`config.mk`:
```
export PLATFORM = sky130hd
export DESIGN_NAME = udp_tx
export DESIGN_NICKNAME = d
export VERILOG_FILES = /design/src/rtl/udp_tx.sv
export SDC_FILE = /design/constraint.sdc
export NUM_CORES = 1
export LEC_CHECK = 0
export BUFFER_PORTS_ARGS = -buffer_cell sky130_fd_sc_hd__clkbuf_2
export CELL_PAD_IN_SITES_DETAIL_PLACEMENT = 1
export CELL_PAD_IN_SITES_GLOBAL_PLACEMENT = 2
export CORE_MARGIN = 2
export CORE_UTILIZATION = 49
export CTS_CLUSTER_DIAMETER = 200
export DETAILED_ROUTE_END_ITERATION = 6
export PLACE_DENSITY = 0.91
export SYNTH_ARGS = -nofsm -noshare
export SYNTH_HDL_FRONTEND = slang
export SYNTH_SLANG_ARGS = --single-unit
```
`constraint.sdc`:
```
create_clock -name clk -period 10.6 [get_ports clk]
set_input_delay 0.53 -clock clk [delete_from_list [all_inputs] [get_ports clk]]
set_output_delay 0.53 -clock clk [all_outputs]
set_load 0.05 [all_outputs]
```
`src/rtl/udp_tx.sv`:
```
// udp_tx: buffers a UDP payload, computes the UDP checksum over the IPv4
// pseudo-header, header and payload, then serializes header and payload
// MSB-first, N bits per cycle, with a one-cycle done pulse at the end.
module udp_tx #(
    parameter int N         = 2,
    parameter int MAX_BYTES = 64
) (
    input  logic         clk,
    input  logic         rst,
    input  logic         start,
    input  logic [31:0]  src_ip_in,
    input  logic [31:0]  dst_ip_in,
    input  logic [15:0]  src_port_in,
    input  logic [15:0]  dst_port_in,
    input  logic [15:0]  payload_len_in,
    input  logic         axiiv,
    input  logic [7:0]   axiid,
    output logic         axiir,
    output logic         axiov,
    output logic [N-1:0] axiod,
    output logic         done,
    output logic         err
);

    localparam int          AW        = (MAX_BYTES > 1) ? $clog2(MAX_BYTES) : 1;
    localparam logic [6:0]  HDR_LAST  = 7'(64 / N - 1);
    localparam logic [3:0]  BYTE_LAST = 4'(8 / N - 1);
    localparam logic [15:0] MAX_LEN   = 16'(MAX_BYTES);

    typedef enum logic [2:0] {
        S_IDLE, S_LOAD, S_SUM1, S_SUM2, S_SUM3, S_HDR, S_PAY
    } state_t;

    state_t r_state;
    state_t w_next;

    // Latched segment metadata
    logic [31:0] r_src_ip;
    logic [31:0] r_dst_ip;
    logic [15:0] r_src_port;
    logic [15:0] r_dst_port;
    logic [15:0] r_len;
    logic [15:0] r_udp_len;

    // Checksum accumulator and reduction partials
    logic [15:0] r_acc;
    logic [15:0] r_p_a, r_p_b, r_p_c, r_p_d, r_p_e, r_p_f, r_p_g;

    // Counters
    logic [15:0] r_wr_cnt;
    logic [6:0]  r_hdr_cnt;
    logic [3:0]  r_bit_cnt;
    logic [15:0] r_byte_cnt;

    // Serializer state and payload buffer
    logic [63:0] r_hdr_sr;
    logic [7:0]  r_byte_sr;
    logic [7:0]  r_buf [MAX_BYTES];

    logic r_done;
    logic r_err;

    logic          w_start_ok;
    logic          w_start_bad;
    logic          w_accept;
    logic          w_load_last;
    logic          w_hdr_last;
    logic          w_byte_end;
    logic          w_pay_last;
    logic          w_tx_last;
    logic [15:0]   w_pay_word;
    logic [15:0]   w_sum_raw;
    logic [15:0]   w_csum;
    logic [AW-1:0] w_wr_addr;
    logic [AW-1:0] w_rd_addr;

    // One's-complement 16-bit add with end-around carry; the fold cannot
    // overflow because a carry implies the low 16 bits are at most 0xFFFE.
    function automatic logic [15:0] f_oc_add(input logic [15:0] a, input logic [15:0] b);
        logic [16:0] sum;
        sum = {1'b0, a} + {1'b0, b};
        return sum[15:0] + {15'd0, sum[16]};
    endfunction

    assign w_start_ok  = start && (payload_len_in <= MAX_LEN);
    assign w_start_bad = start && (payload_len_in > MAX_LEN);
    assign w_accept    = (r_state == S_LOAD) && axiiv;
    assign w_load_last = w_accept && (r_wr_cnt == r_len - 16'd1);
    assign w_hdr_last  = (r_state == S_HDR) && (r_hdr_cnt == HDR_LAST);
    assign w_byte_end  = (r_bit_cnt == BYTE_LAST);
    assign w_pay_last  = (r_state == S_PAY) && w_byte_end && (r_byte_cnt == r_len - 16'd1);
    assign w_tx_last   = (w_hdr_last && (r_len == 16'd0)) || w_pay_last;
    // Even offsets are the high byte of a word; an odd trailing byte is thereby zero-padded
    assign w_pay_word  = r_wr_cnt[0] ? {8'h00, axiid} : {axiid, 8'h00};
    assign w_sum_raw   = f_oc_add(f_oc_add(r_p_f, r_p_g), r_p_e);
    // A computed checksum of zero is sent as 0xFFFF (all-ones means "zero" too)
    assign w_csum      = (w_sum_raw == 16'hFFFF) ? 16'hFFFF : ~w_sum_raw;
    assign w_wr_addr   = r_wr_cnt[AW-1:0];
    assign w_rd_addr   = AW'(r_byte_cnt + 16'd1);

    // State register
    always_ff @(posedge clk or negedge rst) begin
        if (!rst) begin
            r_state <= S_IDLE;
        end else begin
            r_state <= w_next;
        end
    end

    // Next-state logic
    always_comb begin
        w_next = r_state;
        case (r_state)
            S_IDLE: if (w_start_ok) w_next = (payload_len_in == 16'd0) ? S_SUM1 : S_LOAD;
            S_LOAD: if (w_load_last) w_next = S_SUM1;
            S_SUM1: w_next = S_SUM2;
            S_SUM2: w_next = S_SUM3;
            S_SUM3: w_next = S_HDR;
            S_HDR:  if (w_hdr_last) w_next = (r_len == 16'd0) ? S_IDLE : S_PAY;
            S_PAY:  if (w_pay_last) w_next = S_IDLE;
            default: w_next = S_IDLE;
        endcase
    end

    // Output decode from state and serializer registers
    always_comb begin
        axiir = (r_state == S_LOAD);
        axiov = (r_state == S_HDR) || (r_state == S_PAY);
        axiod = '0;
        if (r_state == S_HDR) begin
            axiod = r_hdr_sr[63 -: N];
        end else if (r_state == S_PAY) begin
            axiod = r_byte_sr[7 -: N];
        end
        done = r_done;
        err  = r_err;
    end

    // Control: accumulator, counters and status pulses
    always_ff @(posedge clk or negedge rst) begin
        if (!rst) begin
            r_acc      <= '0;
            r_wr_cnt   <= '0;
            r_hdr_cnt  <= '0;
            r_bit_cnt  <= '0;
            r_byte_cnt <= '0;
            r_done     <= 1'b0;
            r_err      <= 1'b0;
        end else begin
            r_done <= w_tx_last;
            r_err  <= (r_state == S_IDLE) && w_start_bad;
            case (r_state)
                S_IDLE: begin
                    if (w_start_ok) begin
                        r_acc     <= '0;
                        r_wr_cnt  <= '0;
                        r_hdr_cnt <= '0;
                    end
                end
                S_LOAD: begin
                    if (w_accept) begin
                        r_acc    <= f_oc_add(r_acc, w_pay_word);
                        r_wr_cnt <= r_wr_cnt + 16'd1;
                    end
                end
                S_HDR: begin
                    if (w_hdr_last) begin
                        r_hdr_cnt  <= '0;
                        r_bit_cnt  <= '0;
                        r_byte_cnt <= '0;
                    end else begin
                        r_hdr_cnt <= r_hdr_cnt + 7'd1;
                    end
                end
                S_PAY: begin
                    if (w_byte_end) begin
                        r_bit_cnt  <= '0;
                        r_byte_cnt <= r_byte_cnt + 16'd1;
                    end else begin
                        r_bit_cnt <= r_bit_cnt + 4'd1;
                    end
                end
                default: ;
            endcase
        end
    end

    // Datapath: metadata capture, buffer writes, checksum reduction, shifters
    always_ff @(posedge clk) begin
        if (w_accept) begin
            r_buf[w_wr_addr] <= axiid;
        end
        case (r_state)
            S_IDLE: begin
                if (w_start_ok) begin
                    r_src_ip   <= src_ip_in;
                    r_dst_ip   <= dst_ip_in;
                    r_src_port <= src_port_in;
                    r_dst_port <= dst_port_in;
                    r_len      <= payload_len_in;
                    r_udp_len  <= payload_len_in + 16'd8;
                end
            end
            S_SUM1: begin
                r_p_a <= f_oc_add(r_src_ip[31:16], r_src_ip[15:0]);
                r_p_b <= f_oc_add(r_dst_ip[31:16], r_dst_ip[15:0]);
                r_p_c <= f_oc_add(16'h0011, r_udp_len);
                r_p_d <= f_oc_add(r_src_port, r_dst_port);
                r_p_e <= f_oc_add(r_udp_len, r_acc);
            end
            S_SUM2: begin
                r_p_f <= f_oc_add(r_p_a, r_p_b);
                r_p_g <= f_oc_add(r_p_c, r_p_d);
            end
            S_SUM3: begin
                r_hdr_sr <= {r_src_port, r_dst_port, r_udp_len, w_csum};
            end
            S_HDR: begin
                r_hdr_sr <= r_hdr_sr << N;
                if (w_hdr_last) begin
                    r_byte_sr <= r_buf[0];
                end
            end
            S_PAY: begin
                if (w_byte_end && !w_pay_last) begin
                    r_byte_sr <= r_buf[w_rd_addr];
                end else begin
                    r_byte_sr <= r_byte_sr << N;
                end
            end
            default: ;
        endcase
    end

endmodule

```
==> flow_summary.toml <==
[die]
die_x_um = 303
core_area_um2 = 88510
die_h_um = 303
rows = 109
die-area_um2 = 91810
start_util_pct = 49.49
io_pins = 130

[timing]
worstMarginPinSlew_ns = 1.295
holdWs_ns = 0.02659
slew_headroom_pct = 13.49
rsz0062_at_grt = "false"
timing.setup.tns_ns = 0
fmax_ghz = 0.1221
min_period_over_period_pct = 77.29
setup_violations = 0
slew_violations = 0
hold_viol_final = 0
post-route-min-period_ns = 8.193
layout_setup_ws_ns = 2.407
fin_skew_ns = 0.04507

[cts]
path_clk_slew_ns = 0.06
clk-insertion-delay-late_ns = 0.70
root_buffer = "clkbuf_16"
cts-htree-levels = 3
cts_tree = "built"
cts_sinks = 885
clk_path_buf_depth = 3
post_cts_buffers = 0
cts_buffers = 95

[drt]
drt_first_pass_iters = 7
drc = 24
routed_via_density = 6.150
wl_per_cell_um = 26.02
num_vias = 28140
first_iter_violations = 2526
ant_nets = 0
drt_wl_total_mm = 119.0

[power]
ir_drop_v = 0.0001179
power_mw = 7.231
powerDensity_nw_per_um2 = 146.6
p_leak_nw = 17.42

[layout]
layout.nets = 3637
final_cell_count_no_fill = 4575
final_cell_mix = "821 x edfxtp_1, 304 x nand2_1, 201 x nor2_1"
areaGrowthSynthToFinish_pct = 12.59
layout_commonest_cell = "edfxtp_1"
drive_gt1_share_pct = 15.52

[global_routing]
grt_usage_pct = 26.22
grt_pass1_vias = 29810
grt_pass1_wl_mm = 182.7
grt_overflow = 0
antenna_found_initial = 4
grt_max_degree = 155

[worst_hold_path]
holdCritPathClass = "input pin to asynchronous set/reset pin"

[worst_setup_path]
cp-start-kind = "flip-flop"
timing.critical_path.slowest_cell_delay_ns = 0.96
crit_buf_inv = 1
cp_max_fo = 16
rrSetupSlack_ns = 2.41
critPathKind = "flip-flop to flip-flop"
crit_required_ns = 10.97
cp_slowest_cell = "o2111ai_1"
r2r_end = "r_hdr_sr[2]"
crit_family = "compound AO/OA/AOI/OAI gates"
crit_top_cell = "ha_1"
arrival_ns = 8.56
reg2regPathDepth = 33
end_kind = "flip-flop"
worstReg2RegStart = "r_p_f[0]"
crit_path_start = "r_p_f[0]"

[status]
failed_checks = "design-rule violations"
outcome = "complete, but fails checks"

[logic_synthesis]
async_flop_share_pct = 7.232
ys_warn_count = 0
synth_edf_count = 821
syn_inst = 3144
syn_area_per_cell_um2 = 13.93
netlist_area_um2 = 43810
ys.flop_type = "edfxtp_1"
synthDistinctLibCells = 87
synth-seq-cells = 885
syn_nets = 3448
seq_area_frac_synth_pct = 59.93

[placement]
dpl.hpwl_mm = 79.19
dp_cells = 4353
port_buffers = 129
pre_cts_slack_ns = 2.430
place_congestion = 0.8865

[job]
cap_violations = 0
cell type report:
| type | instances | area, um2 |
|---|---|---|
| fill | 8593 | 39190 |
| sequential | 885 | 26260 |
| multi-input combinational | 2089 | 16950 |
| clock buffer | 114 | 2531 |
| tap | 1165 | 1458 |
| timing repair buffer | 203 | 1336 |
| clock inverter | 59 | 561.8 |
| inverter | 59 | 221.5 |
| antenna | 1 | 2.502 |
sequential cells by signal, summed over array words and instances (netlist names), 32 cells and up:
name      cells
r_buf       512
r_dst_ip     32
r_src_ip     32
r_hdr_sr     64
cell families after synthesis:
family                   synth area share, %
AND/OR/NAND/NOR                        10.68
flip-flops                             59.93
AO/OA/AOI/OAI                          7.200
adder cells (fa/ha/maj)                5.295
multiplexers                           9.005
buffers and inverters                  1.525
XOR/XNOR                               6.361
synth_stat cells (15+ instances only):
library cell / count / area [um2]
edfxtp_1: 821 / 24650
nand2_1: 305 / 1145
nor2_1: 201 / 754.5
xnor2_1: 178 / 1559
ha_1: 171 / 2140
mux4_2: 166 / 3739
xor2_1: 117 / 1025
o21ai_0: 106 / 530.5
a21oi_1: 92 / 460.4
clkbuf_1: 90 / 337.8
nand3_1: 80 / 400.4
nor3_1: 67 / 335.3
dfrtp_1: 64 / 1602
inv_1: 59 / 221.5
a21o_1: 47 / 352.8
and3_1: 35 / 219.0
nor2b_1: 33 / 206.5
nand4_1: 32 / 200.2
nor4_1: 29 / 181.4
or3_1: 24 / 150.1
o21a_1: 23 / 172.7
and2_1: 21 / 131.4
o211ai_1: 21 / 157.7
a211oi_1: 20 / 150.1
nand2b_1: 19 / 118.9
o21ai_1: 18 / 90.09
or2_2: 18 / 112.6
mux2i_1: 15 / 150.1
o22ai_1: 15 / 93.84
routing by layer:
metal,GRT usage (%),vias up,wire (um)
met5,0,-,16
met4,8.316,2,3657
met3,4.390,209,7258
met2,44.47,971,58940
met1,34.56,14470,49160
li1,-,12480,-
worst max-delay path by stage:
stage | end | cells past startpoint
2_1_floorplan | r_p_a[0] | 2
3_3_place_gp | r_hdr_sr[5] | 33
3_5_place_dp | r_hdr_sr[2] | 33
4_1_cts | r_hdr_sr[2] | 33
5_1_grt | r_hdr_sr[2] | 33
6_report | r_hdr_sr[2] | 33
worst reg2reg max path, delay by kind of cell (launching register included):
kind	cells	cell delay [ns]
AO/OA/AOI/OAI	14	3.03
XOR/XNOR	1	0.13
adder cells (fa/ha/maj)	6	1.63
buffers and inverters	1	0.06
flip-flops	1	0.34
AND/OR/NAND/NOR	11	2.72
metrics by stage:
stage	area, um2	utilization (%)
after global placement	45750	51.68
after detailed placement	45750	51.68
final	49320	55.72
after CTS	49320	55.72
after global routing	49320	55.72
after floorplan	43810	-
report_power, final:
group | leakage (nW) | internal [mW] | switching [mW] | total, mW
logic | 7.66 | 0.0369 | 0.0676 | 0.105
clock network | 1.51 | 1.86 | 1.46 | 3.32
registers | 8.26 | 3.80 | 0 | 3.80
timing repair:
action	CTS	global route
resized for setup	0	0
hold buffers	48	0
setup endpoints to repair	0	0
hold endpoints to repair	48	0
Power figures use the tool's default switching activity.
